===== config.mk =====
export PLATFORM = sky130hd
export DESIGN_NAME = branch_resolve_e
export DESIGN_NICKNAME = d
export VERILOG_FILES = /design/src/rtl/branch_resolve_e.sv
export SDC_FILE = /design/constraint.sdc
export NUM_CORES = 1
export LEC_CHECK = 0
export CORE_ASPECT_RATIO = 0.5
export CORE_MARGIN = 2
export CORE_UTILIZATION = 49
export DETAILED_ROUTE_END_ITERATION = 6
export MAX_ROUTING_LAYER = met4
export PLACE_DENSITY = 0.95
export SLEW_MARGIN = 20
export SYNTH_ARGS = -nofsm -noshare
export SYNTH_HDL_FRONTEND = slang
export SYNTH_SLANG_ARGS = --single-unit

===== constraint.sdc =====
create_clock -name clk -period 7.25 [get_ports clk]
set_input_delay 1.45 -clock clk [delete_from_list [all_inputs] [get_ports clk]]
set_output_delay 1.45 -clock clk [all_outputs]
set_load 0.01 [all_outputs]

===== src/rtl/branch_resolve_e.sv =====
// Execute-stage branch/jump resolution: ID/EX control register, condition check, redirect and squash.
// Optional resolved/taken branch counters are built when BRANCH_STATS_EN is defined.
module branch_resolve_e #(
  parameter int PC_W   = 15,
  parameter int COND_W = 3,
  parameter int STAT_W = 16
) (
  input  logic              clk,
  input  logic              reset,
  input  logic              StallE,
  input  logic              FlushExtE,
  input  logic              ValidD,
  input  logic              BranchD,
  input  logic              JumpD,
  input  logic              JumpRegD,
  input  logic [COND_W-1:0] CondD,
  input  logic [PC_W-1:0]   PCD,
  input  logic [PC_W-1:0]   ImmExtD,
  input  logic [PC_W-1:0]   SrcAE,
  input  logic [3:0]        FlagsE,
  output logic              PCSrcE,
  output logic [PC_W-1:0]   PCTargetE,
  output logic              FlushD,
  output logic              FlushE,
`ifdef BRANCH_STATS_EN
  output logic [STAT_W-1:0] BrCountE,
  output logic [STAT_W-1:0] TakenCountE,
`endif
  output logic [PC_W-1:0]   PCE
);

  typedef struct packed {
    logic              valid;
    logic              branch;
    logic              jump;
    logic              jumpreg;
    logic [COND_W-1:0] cond;
    logic [PC_W-1:0]   pc;
    logic [PC_W-1:0]   imm;
  } idex_t;

  idex_t r_idex;
  idex_t w_idex_d;
  logic  w_cond;
  logic  w_take;

  logic w_n, w_z, w_c, w_v;
  assign {w_n, w_z, w_c, w_v} = FlagsE;

  assign w_idex_d = '{valid:   ValidD,
                      branch:  BranchD,
                      jump:    JumpD,
                      jumpreg: JumpRegD,
                      cond:    CondD,
                      pc:      PCD,
                      imm:     ImmExtD};

  // A redirect squashes the younger instruction even while the hazard unit stalls.
  // NOTE: sequential state uses non-blocking assignments so every flop samples pre-edge values.
  always_ff @(posedge clk or negedge reset) begin
    if (!reset) begin
      r_idex <= '0;
    end else if (FlushExtE | w_take) begin
      r_idex <= '0;
    end else if (!StallE) begin
      r_idex <= w_idex_d;
    end
  end

  // NOTE: the default before the case keeps this purely combinational (no latch).
  always_comb begin
    w_cond = 1'b0;
    case (r_idex.cond)
      3'b000:  w_cond = w_z;
      3'b001:  w_cond = !w_z;
      3'b010:  w_cond = w_n ^ w_v;
      3'b011:  w_cond = !(w_n ^ w_v);
      3'b100:  w_cond = !w_c;
      3'b101:  w_cond = w_c;
      3'b110:  w_cond = 1'b1;
      default: w_cond = 1'b0;
    endcase
  end

  assign w_take    = r_idex.valid & ((r_idex.branch & w_cond) | r_idex.jump | r_idex.jumpreg);
  assign PCSrcE    = w_take;
  // Target wraps modulo 2^PC_W; carry out is intentionally dropped.
  assign PCTargetE = (r_idex.jumpreg ? SrcAE : r_idex.pc) + r_idex.imm;
  assign FlushD    = w_take;
  assign FlushE    = w_take | FlushExtE;
  assign PCE       = r_idex.pc;

`ifdef BRANCH_STATS_EN
  logic [STAT_W-1:0] r_br_count;
  logic [STAT_W-1:0] r_taken_count;
  logic              w_resolve;

  // A stalled branch is only counted on the edge it finally advances.
  assign w_resolve = r_idex.valid & r_idex.branch & !StallE;

  always_ff @(posedge clk or negedge reset) begin
    if (!reset) begin
      r_br_count    <= '0;
      r_taken_count <= '0;
    end else if (w_resolve) begin
      if (r_br_count != '1)
        r_br_count <= r_br_count + 1'b1;
      if (w_cond && (r_taken_count != '1))
        r_taken_count <= r_taken_count + 1'b1;
    end
  end

  assign BrCountE    = r_br_count;
  assign TakenCountE = r_taken_count;
`endif

endmodule


==> key figures <==
Place
  • RD Place Congestion: 0.9244
  • Port Buf Inserts: 92
  • Post-DP HPWL: 5.256 mm
  • Dpl cell area: 3430 µm²

Global routing
  • First-pass GRT wire length: 11.52 mm
  • Total GRT Usage: 25.71%
  • Vias in the first global route: 2409
  • Largest net degree at the start of global routing: 39
  • Initial antenna violation count: 0
  • Grt ovf: 0

Die
  • Horiz. Die Dim: 106.6 µm
  • Total core area: 5000 µm²
  • Starting Density: 51.60%
  • Die Area: 5897 µm²
  • Die height: 55.31 µm
  • IO Count: 93
  • # rows: 18

CTS
  • CTS tree: yes
  • Num CTS Buffers: 5
  • Cts hold-fix bufs: 0
  • Root Driver: clkbuf_8
  • Longest Clk Path Bufs: 2
  • Worst skew pair latency: 0.30 ns
  • Post-CTS sizing: 0
  • H-tree depth: 2
  • Clock Sinks: 37
  • Setup bufs post-CTS: 0
  • CTS clk-pin slew, worst paths: 0.08 ns

Synthesis
  • Async SR Flop Fraction: 100.0%
  • Yosys reg bits: 37
  • Ys flop type: dfrtp_1
  • Yosys warns: 0
  • Post-synthesis area per instance: 9.699 µm²
  • Cells after Synth: 266
  • Share of the synthesized area in the top cell type: 35.89%
  • Synth area leader: dfrtp_1
  • EDFF count, synth: 0
  • Syn nets: 341
  • Top post-synthesis cells by area: dfrtp_1 36%, mux2i_1 15%, nor2_1 7.6%
  • Top post-synthesis cells by count: 52 x nor2_1, 38 x mux2i_1, 37 x dfrtp_1, 17 x buf_4
  • Cell Area, Synth: 2580 µm²
  • Most common cell in the netlist: nor2_1
  • Synth cell types: 42
  • Seq/Total Area, Yosys: 35.89%

Finish
  • Share of layout cells above drive strength 1: 9.412%
  • Antenna diodes: 0
  • Post-layout instance area: 3533 µm²
  • Final Util: 70.67%
  • Synth-to-layout area growth: 36.95%
  • Nets: 414

Detailed routing
  • 1st-iter DRT viols: 190
  • Post-DRT Antenna Nets: 0
  • Final wirelength: 7.138 mm
  • Routed len/inst: 17.41 µm
  • DRC Markers: 0
  • Pre-antenna DRT Iters: 4
  • Vias: 2295
  • Vias per cell: 5.598

Timing
  • Setup violations, final: 0
  • Final Hold Viols: 0
  • Unrepaired setup endpoints after global routing: no
  • Setup TNS: 0 ns
  • Clock period minus worst slack: 5.915 ns
  • Slew Viols, Final: 0
  • Fmax: 0.1691 GHz
  • Layout Skew: 0.01049 ns
  • Final period util: 81.58%
  • Worst hold slack: 0.5460 ns
  • Rel. slew slack: 44.10%
  • Worst-Margin Slew: 0.8386 ns

Min path
  • Hold Crit Start: r_idex[8]
  • HP Class: register to register

Critical path
  • Arrival time at the worst endpoint: 4.46 ns
  • Critical R2R Capture: r_idex[14]
  • Register-to-register setup slack: 5.12 ns
  • Type of origin of the critical path: input pin
  • Critical Path End: PCTargetE[14]
  • Worst Setup End Kind: primary output
  • Crit path required time: 5.80 ns
  • Worst Reg-to-Reg Cells: 6
  • Kind of critical path: input pin to primary output
  • Maximum fanout along the worst path: 4
  • Critical Path Start: SrcAE[0]
  • Worst R2R Start: r_idex[33]

Pwr
  • Pleak: 1.660 nW
  • P per Cell Area: 292.4 nW/µm²
  • Max VDD drop: 0.1403 mV

Outcome
  • Status: finished, final reports clean

Run
  • Number of max-cap violations: 0
-- report_power, final --
part	leakage (nW)	internal, mW	switching (mW)	total (mW)
sequential	0.482	0.247	0.0419	0.289
clock	0.0542	0.0861	0.0785	0.165
combinational	1.12	0.302	0.277	0.579
total	1.66	0.636	0.397	1.03
-- how the worst min path moves through the flow --
stage	endpoint	slack, ns	depth (start not counted)
finish	r_idex[8]	0.55	2
global route	r_idex[2]	0.58	2
CTS	r_idex[10]	0.55	2
detailed placement	r_idex[7]	0.53	2
global placement	r_idex[2]	0.51	2
floorplan	r_idex[0]	0.50	2
-- area by class of cell --
cell class	instances	area, µm²
Clock buffer	7	96.34
Timing Repair Buffer	93	920.9
Inverter	3	11.26
Fill cell	358	1466
Tap cell	70	87.58
Multi-Input combinational cell	199	1486
Sequential cell	37	925.9
Clock inverter	1	5.005
-- layer usage --
metal	share of wire (%)	up-vias	GRT usage, %	routed length [µm]
met3	4.4	21	5.431	315
met5	0	-	-	0
met1	40	1115	29.45	2848
li1	-	1073	-	-
met2	53	86	44.04	3757
met4	3.0	0	10.95	217
-- critical path, stage by stage --
cell and delay, ns:
clkdlybuf4s50_1 0.39, mux2_2 0.27, ha_1 0.24, fa_1 0.42
a21o_1 0.19, nand4_1 0.13, a21oi_1 0.16, or4b_1 0.53
o211ai_1 0.11, clkdlybuf4s50_1 0.57
-- cells in the final DEF, fill, tap and decap left out, types with 2 or more instances in the layout --
| cell type | netlist | layout |
|---|---|---|
| a211oi_1 | 2 | 2 |
| a21o_1 | 6 | 6 |
| a21oi_1 | 6 | 6 |
| a21oi_2 | 2 | 2 |
| a31oi_1 | 6 | 5 |
| buf_4 | 17 | 2 |
| clkbuf_8 | 0 | 7 |
| clkdlybuf4s50_1 | 0 | 90 |
| dfrtp_1 | 37 | 37 |
| ha_1 | 14 | 14 |
| inv_1 | 3 | 3 |
| mux2_2 | 14 | 14 |
| mux2i_1 | 38 | 38 |
| nand2_1 | 5 | 5 |
| nand3_1 | 5 | 5 |
| nand4_1 | 2 | 2 |
| nor2_1 | 52 | 52 |
| nor3_1 | 3 | 3 |
| o211ai_1 | 2 | 2 |
| o21a_1 | 2 | 2 |
| o21ai_0 | 10 | 10 |
| or3_1 | 2 | 2 |
| xnor2_1 | 7 | 7 |
| xor2_1 | 4 | 4 |
-- cell families (layout without fill, tap and decap cells) --
group / count (synthesis) / count (layout) / synth area share, %
and+or+nand+nor: 76 / 76 / 13.00
muxes: 52 / 52 / 20.85
AOI/OAI and AO/OA: 45 / 45 / 11.88
DFF: 37 / 37 / 35.89
buffers and inverters: 30 / 104 / 7.080
adders and majority gates: 15 / 15 / 7.566
xor gates and xnor gates: 11 / 11 / 3.734
-- registers in the layout (all words and copies together), names as in the netlist --
name / cells
PCE: 15
r_idex: 22
-- stage by stage --
step | power (mW) | setup WS (ns) | instances
finish | 1.033 | 1.335 | 410
global route | 1.090 | 1.244 | 410
CTS | 1.028 | 1.354 | 410
detailed placement | 0.8607 | 1.365 | 402
global placement | 0.8295 | 1.427 | 402
floorplan | 0.6240 | 2.465 | 266
(Power assumes the default switching activity.)
